$ cat config.mk
export PLATFORM = sky130hd
export DESIGN_NAME = ifu_axi_4_lite_master
export DESIGN_NICKNAME = d
export VERILOG_FILES = /design/src/rtl/ifu_axi_4_lite_master_pkg.sv /design/src/rtl/ifu_axi_4_lite_master.sv
export SDC_FILE = /design/constraint.sdc
export NUM_CORES = 1
export LEC_CHECK = 0
export CAP_MARGIN = 30
export CORE_MARGIN = 1.5
export CORE_UTILIZATION = 42
export DETAILED_ROUTE_END_ITERATION = 10
export PLACE_DENSITY_LB_ADDON = 0.05
export SYNTH_ARGS = -nofsm -noshare
export SYNTH_HDL_FRONTEND = slang
export SYNTH_SLANG_ARGS = --single-unit
export TNS_END_PERCENT = 1
$ cat constraint.sdc
create_clock -name AXI_ACLK -period 1.93 [get_ports AXI_ACLK]
set_input_delay 0.386 -clock AXI_ACLK [delete_from_list [all_inputs] [get_ports AXI_ACLK]]
set_output_delay 0.386 -clock AXI_ACLK [all_outputs]
set_load 0.02 [all_outputs]
$ cat src/rtl/ifu_axi_4_lite_master_pkg.sv
// Shared definitions for the instruction-fetch AXI4-lite read master.
package ifu_axi_4_lite_master_pkg;

    localparam logic [1:0] RESP_OKAY   = 2'b00;
    localparam logic [1:0] RESP_EXOKAY = 2'b01;
    localparam logic [1:0] RESP_SLVERR = 2'b10;
    localparam logic [1:0] RESP_DECERR = 2'b11;

    // Instruction access, secure, unprivileged.
    localparam logic [2:0] ARPROT_INST = 3'b100;

    localparam logic [31:0] RESET_PC_DEFAULT = 32'h8000_0000;

    typedef enum logic [1:0] {
        IDLE = 2'd0,
        REQ  = 2'd1,
        WAIT = 2'd2,
        HOLD = 2'd3
    } ifu_state_e;

endpackage

$ cat src/rtl/ifu_axi_4_lite_master.sv
// Instruction-fetch unit: single-outstanding AXI4-lite read master that owns the PC
// and hands fetched instructions to decode over valid/ready.
module ifu_axi_4_lite_master
    import ifu_axi_4_lite_master_pkg::*;
#(
    parameter int unsigned                AXI_DATA_WIDTH = 64,
    parameter int unsigned                AXI_ADDR_WIDTH = 32,
    parameter logic [AXI_ADDR_WIDTH-1:0]  RESET_PC       = AXI_ADDR_WIDTH'(RESET_PC_DEFAULT)
) (
    input  logic                      AXI_ACLK,
    input  logic                      AXI_ARESETN,
    input  logic                      redirect_valid,
    input  logic [AXI_ADDR_WIDTH-1:0] redirect_pc,
    output logic                      inst_valid,
    input  logic                      inst_ready,
    output logic [AXI_ADDR_WIDTH-1:0] inst_pc,
    output logic [31:0]               inst,
    output logic                      inst_err,
    output logic [AXI_ADDR_WIDTH-1:0] AXI_ARADDR,
    output logic [2:0]                AXI_ARPROT,
    output logic                      AXI_ARVALID,
    input  logic                      AXI_ARREADY,
    input  logic [AXI_DATA_WIDTH-1:0] AXI_RDATA,
    input  logic [1:0]                AXI_RRESP,
    input  logic                      AXI_RVALID,
    output logic                      AXI_RREADY
);

    localparam int unsigned INST_WIDTH = 32;

    ifu_state_e                state_q, state_d;
    logic [AXI_ADDR_WIDTH-1:0] pc_q, pc_d;
    logic                      drop_q, drop_d;
    logic                      arvalid_q, arvalid_d;
    logic [AXI_ADDR_WIDTH-1:0] araddr_q, araddr_d;
    logic                      rready_q, rready_d;
    logic                      inst_valid_q, inst_valid_d;
    logic [INST_WIDTH-1:0]     inst_q, inst_d;
    logic [AXI_ADDR_WIDTH-1:0] inst_pc_q, inst_pc_d;
    logic                      inst_err_q, inst_err_d;

    logic ar_hs;
    logic r_hs;
    logic accept;

    // Only the low instruction word of the R beat is consumed.
    logic unused_rdata_hi;
    assign unused_rdata_hi = ^AXI_RDATA[AXI_DATA_WIDTH-1:INST_WIDTH];

    assign ar_hs  = arvalid_q & AXI_ARREADY;
    assign r_hs   = rready_q & AXI_RVALID;
    assign accept = inst_valid_q & inst_ready;

    // Outputs are registered, so each transition also loads the next state's output values.
    always_comb begin
        state_d      = state_q;
        pc_d         = pc_q;
        drop_d       = drop_q;
        arvalid_d    = arvalid_q;
        araddr_d     = araddr_q;
        rready_d     = rready_q;
        inst_valid_d = inst_valid_q;
        inst_d       = inst_q;
        inst_pc_d    = inst_pc_q;
        inst_err_d   = inst_err_q;

        if (redirect_valid) begin
            pc_d = redirect_pc;
        end

        case (state_q)
            IDLE: begin
                state_d   = REQ;
                arvalid_d = 1'b1;
                araddr_d  = pc_d;
            end
            REQ: begin
                // The AR already on the bus must complete; its beat gets dropped.
                if (redirect_valid) begin
                    drop_d = 1'b1;
                end
                if (ar_hs) begin
                    state_d   = WAIT;
                    arvalid_d = 1'b0;
                    rready_d  = 1'b1;
                end
            end
            WAIT: begin
                if (r_hs) begin
                    rready_d = 1'b0;
                    if (drop_q || redirect_valid) begin
                        drop_d    = 1'b0;
                        state_d   = REQ;
                        arvalid_d = 1'b1;
                        araddr_d  = pc_d;
                    end else begin
                        state_d      = HOLD;
                        inst_valid_d = 1'b1;
                        inst_d       = AXI_RDATA[INST_WIDTH-1:0];
                        inst_pc_d    = pc_q;
                        inst_err_d   = (AXI_RRESP != RESP_OKAY);
                    end
                end else if (redirect_valid) begin
                    drop_d = 1'b1;
                end
            end
            HOLD: begin
                // Redirect kills the held instruction and beats a simultaneous accept.
                if (redirect_valid) begin
                    inst_valid_d = 1'b0;
                    state_d      = REQ;
                    arvalid_d    = 1'b1;
                    araddr_d     = pc_d;
                end else if (accept) begin
                    inst_valid_d = 1'b0;
                    pc_d         = pc_q + AXI_ADDR_WIDTH'(4);
                    state_d      = REQ;
                    arvalid_d    = 1'b1;
                    araddr_d     = pc_d;
                end
            end
            default: begin
                state_d = IDLE;
            end
        endcase
    end

    always_ff @(posedge AXI_ACLK) begin
        if (!AXI_ARESETN) begin
            state_q      <= IDLE;
            pc_q         <= RESET_PC;
            drop_q       <= 1'b0;
            arvalid_q    <= 1'b0;
            araddr_q     <= RESET_PC;
            rready_q     <= 1'b0;
            inst_valid_q <= 1'b0;
            inst_q       <= '0;
            inst_pc_q    <= RESET_PC;
            inst_err_q   <= 1'b0;
        end else begin
            state_q      <= state_d;
            pc_q         <= pc_d;
            drop_q       <= drop_d;
            arvalid_q    <= arvalid_d;
            araddr_q     <= araddr_d;
            rready_q     <= rready_d;
            inst_valid_q <= inst_valid_d;
            inst_q       <= inst_d;
            inst_pc_q    <= inst_pc_d;
            inst_err_q   <= inst_err_d;
        end
    end

    assign AXI_ARVALID = arvalid_q;
    assign AXI_ARADDR  = araddr_q;
    assign AXI_ARPROT  = ARPROT_INST;
    assign AXI_RREADY  = rready_q;
    assign inst_valid  = inst_valid_q;
    assign inst        = inst_q;
    assign inst_pc     = inst_pc_q;
    assign inst_err    = inst_err_q;

endmodule

==> impl_metrics.prom <==
# TYPE chip_impl_metric gauge
chip_impl_metric{name="relSlewSlack",unit="%"} 62.8
chip_impl_metric{name="layout_min_cycle_time",unit="ns"} 1.99
chip_impl_metric{name="clock_share_of_power",unit="%"} 35.5
chip_impl_metric{name="ys_async_sr_fraction",unit="%"} 0
chip_impl_info{name="timing.critical_path.from_type",value="register"} 1
chip_impl_metric{name="htree_num_levels",unit=""} 4
chip_impl_metric{name="report.final.setup_viol",unit=""} 7
chip_impl_metric{name="ant_nets",unit=""} 0
chip_impl_metric{name="leakage",unit="nW"} 3.63
chip_impl_metric{name="dp.cells",unit=""} 1227
chip_impl_metric{name="tightest_slew",unit="ns"} 0.557
chip_impl_metric{name="critical_path.max_stage_delay",unit="ns"} 0.58
chip_impl_metric{name="synth.distinct_cells",unit=""} 71
chip_impl_metric{name="worst-endpoint-required",unit="ns"} 2.24
chip_impl_info{name="critical-path-top-delay-family",value="compound AO/OA/AOI/OAI gates"} 1
chip_impl_info{name="cts_tree",value="yes"} 1
chip_impl_metric{name="avgRoutedWirePerCell",unit="um"} 18.3
chip_impl_metric{name="power-per-cell-area",unit="mW/mm2"} 1020
chip_impl_info{name="mostFrequentLayoutCell",value="nand2_1"} 1
chip_impl_metric{name="share_of_layout_cells_above_drive_strength_1",unit="%"} 17.5
chip_impl_metric{name="chipHeight",unit="um"} 128
chip_impl_metric{name="core_region_area",unit="mm2"} 0.0152
chip_impl_metric{name="post-route-cell-area",unit="mm2"} 0.00994
chip_impl_metric{name="cts_buffers",unit=""} 17
chip_impl_metric{name="clkSinkCount",unit=""} 135
chip_impl_metric{name="timing.max_cap.violations",unit=""} 0
chip_impl_metric{name="arrival",unit="ns"} 2.29
chip_impl_metric{name="max_freq",unit="MHz"} 503
chip_impl_metric{name="post-route-drc-count",unit=""} 0
chip_impl_metric{name="cts_buffer_depth",unit=""} 2
chip_impl_metric{name="grt_pass1_wl",unit="mm"} 36.3
chip_impl_metric{name="dp_hpwl",unit="mm"} 16.0
chip_impl_info{name="timing.hold.worst.class",value="register to register"} 1
chip_impl_metric{name="grt_antenna_before_repair",unit=""} 0
chip_impl_info{name="run_status",value="finished, violations left"} 1
chip_impl_metric{name="mappedNetlistArea",unit="mm2"} 0.00653
chip_impl_metric{name="cts_hold_buffers",unit=""} 0
chip_impl_metric{name="vias_per_cell",unit=""} 5.60
chip_impl_metric{name="route.vias.total",unit=""} 7079
chip_impl_metric{name="critical_path.n_buffers_inverters",unit=""} 3
chip_impl_metric{name="globalRoute.totalOverflow",unit=""} 0
chip_impl_metric{name="ys_warn_count",unit=""} 0
chip_impl_info{name="grt_setup_unrepaired",value="yes"} 1
chip_impl_metric{name="power.sequential.fraction",unit="%"} 32.9
chip_impl_metric{name="initial_utilization",unit="%"} 42.9
chip_impl_metric{name="synth_area_per_cell",unit="um2"} 7.77
chip_impl_info{name="timing.critical_path.cells",value="inv_4 -> ha_4 -> nor3b_4 -> a2111o_2 -> buf_6 -> buf_4 -> a21oi_4 -> a221oi_2"} 1
chip_impl_metric{name="fillCellCount",unit=""} 1283
chip_impl_metric{name="area.growth.synth_to_final",unit="%"} 52.3
chip_impl_metric{name="switching_power",unit="mW"} 3.09
chip_impl_info{name="clk_root_buffer_cell",value="clkbuf_16"} 1
chip_impl_metric{name="worst-path-max-fanout",unit=""} 5
chip_impl_metric{name="postLayoutCoreUtil",unit="%"} 65.4
chip_impl_metric{name="io_pins",unit=""} 207
chip_impl_metric{name="pre_cts_slack",unit="ns"} -0.365
chip_impl_metric{name="synth_edf_count",unit=""} 0
chip_impl_metric{name="final_cells",unit=""} 1264
chip_impl_metric{name="drt_first_pass_iters",unit=""} 5
chip_impl_metric{name="finalWirelength",unit="mm"} 23.1
chip_impl_metric{name="largest_net_degree_at_the_start_of_global_routing",unit=""} 52
chip_impl_info{name="failed_checks",value="negative setup slack"} 1
chip_impl_metric{name="postSynthRegisterBits",unit=""} 135
chip_impl_metric{name="postSynthCellCount",unit=""} 840
chip_impl_metric{name="grt_pass1_vias",unit=""} 6963
chip_impl_info{name="critical_path_class",value="register to register"} 1
chip_impl_metric{name="clkTransAtPathRegs",unit="ns"} 0.06
chip_impl_info{name="cpMaxStageDelayCell",value="a2111o_2"} 1
chip_impl_metric{name="clock-skew-final",unit="ns"} 0.00656
chip_impl_metric{name="floorplan.die.width",unit="um"} 128
chip_impl_metric{name="antenna_cells",unit=""} 0
chip_impl_info{name="most-common-layout-cells",value="nand2_1, clkdlybuf4s50_1, dfxtp_1, a21oi_1, buf_4"} 1
chip_impl_metric{name="worst_ir_drop_vdd",unit="V"} 0.000679
chip_impl_metric{name="clk_latency",unit="ns"} 0.43
chip_impl_info{name="synth-main-ff-cell",value="dfxtp_1"} 1
chip_impl_metric{name="die_ar",unit="mm2"} 0.0163
chip_impl_metric{name="drt_iter0_markers",unit=""} 437
chip_impl_metric{name="internal_power",unit="mW"} 7.03
chip_impl_metric{name="final.period_utilization",unit="%"} 103
chip_impl_metric{name="pwr-share-comb",unit="%"} 31.6
chip_impl_metric{name="sw_frac_of_total",unit="%"} 30.5
chip_impl_metric{name="dpl-instance-area",unit="mm2"} 0.00901
chip_impl_metric{name="design_power",unit="mW"} 10.1
chip_impl_metric{name="post_synthesis_sequential_area_ratio",unit="%"} 41.4
chip_impl_metric{name="number_of_max_slew_violations_in_the_final_report",unit=""} 0
chip_impl_metric{name="finalNetCount",unit=""} 1174
chip_impl_metric{name="port_buffer_count",unit=""} 171
chip_impl_metric{name="placement_rows",unit=""} 45
chip_impl_metric{name="worst_slack",unit="ns"} -0.0564
chip_impl_metric{name="routabilityCongestion",unit=""} 0.914
chip_impl_metric{name="gr-usage-all-layers",unit="%"} 28.6
chip_impl_info{name="crit_path_end_kind",value="register"} 1
chip_impl_metric{name="finalHoldViolCount",unit=""} 0
## cell families after synthesis
group | count (synthesis) | synth area share [%]
compound gates | 216 | 20.5
xor+xnor | 29 | 3.89
fa+ha+maj | 5 | 0.958
buf+inv | 88 | 5.87
flops | 135 | 41.4
mux | 13 | 2.03
other cells | 2 | 0.115
simple gates | 352 | 25.2
## flip-flops by register name (all words and copies together) (netlist names)
signal	cells
AXI_ARADDR	32
inst	32
inst_pc	32
pc_q	32
state_q	2
AXI_ARVALID	1
AXI_RREADY	1
drop_q	1
inst_err	1
inst_valid	1
## power groups by stage
stage	Sequential [mW]	Combinational [mW]	Clock (mW)
after floorplan	3.57	1.05	0
after global placement	3.34	2.55	0
after detailed placement	3.34	2.60	0
after CTS	3.32	3.09	3.63
after global routing	3.35	3.38	3.74
final	3.33	3.20	3.59
## worst reg2reg max path: stages (launching register included)
cell and delay, ns:
dfxtp_4 0.38, inv_4 0.04, ha_4 0.16, nor3b_4 0.18, a2111o_2 0.59, buf_6 0.19
buf_4 0.14, a21oi_4 0.12, a221oi_2 0.08
## repair_timing
| item | in CTS | in global routing |
|---|---|---|
| endpoints found under the setup margin | 26 | 78 |
| setup buffers | 3 | 1 |
| cloned | 4 | 0 |
| resized for setup | 22 | 24 |
| pin swaps | 4 | 9 |
## cells in the mapped netlist, drive strengths merged (12+ instances only)
cell,instances,area share (%)
nor3,19,1.5
nand2,179,10
o21ai,34,2.6
nand4,15,1.4
a31oi,12,1.2
xnor2,19,2.5
clkbuf,49,2.9
a21oi,102,7.8
nor2,48,2.8
dfxtp,135,41
nand3,38,3.2
buf,30,2.5
## metrics by stage
step                      hold WS [ns]  TNS [ns]
final                            0.452    -0.168
after global placement           0.441     -7.14
after CTS                        0.455   -0.0283
after floorplan                  0.431         0
after global routing             0.472     -2.18
after detailed placement         0.446     -8.51
## final timing paths
| check | cells past startpoint | startpoint | slack [ns] | endpoint |
|---|---|---|---|---|
| max | 8 | state_q[0] | -0.06 | AXI_ARADDR[17] |
| max reg2reg | 8 | state_q[0] | -0.06 | AXI_ARADDR[17] |
| min | 2 | inst[6] | 0.45 | inst[6] |
| min reg2reg | 2 | inst[6] | 0.45 | inst[6] |
## area by class of cell
class | count | area, um2 | share of cell area (%)
Timing Repair Buffer | 283 | 2700 | 27.1
Inverter | 9 | 36.3 | 0.365
Clock buffer | 21 | 470 | 4.73
Sequential cell | 135 | 2710 | 27.3
Multi-Input combinational cell | 619 | 3620 | 36.4
Tap cell | 188 | 235 | 2.37
Clock inverter | 9 | 173 | 1.74
## layer usage
layer,wire length [um],vias up,GRT usage [%]
li1,-,3405,-
met1,9960,3347,36.1
met2,10900,273,46.4
met3,1550,54,7.55
met4,659,0,12.0
met5,0,-,0
Note: power is estimated with default switching activity, not from simulation.
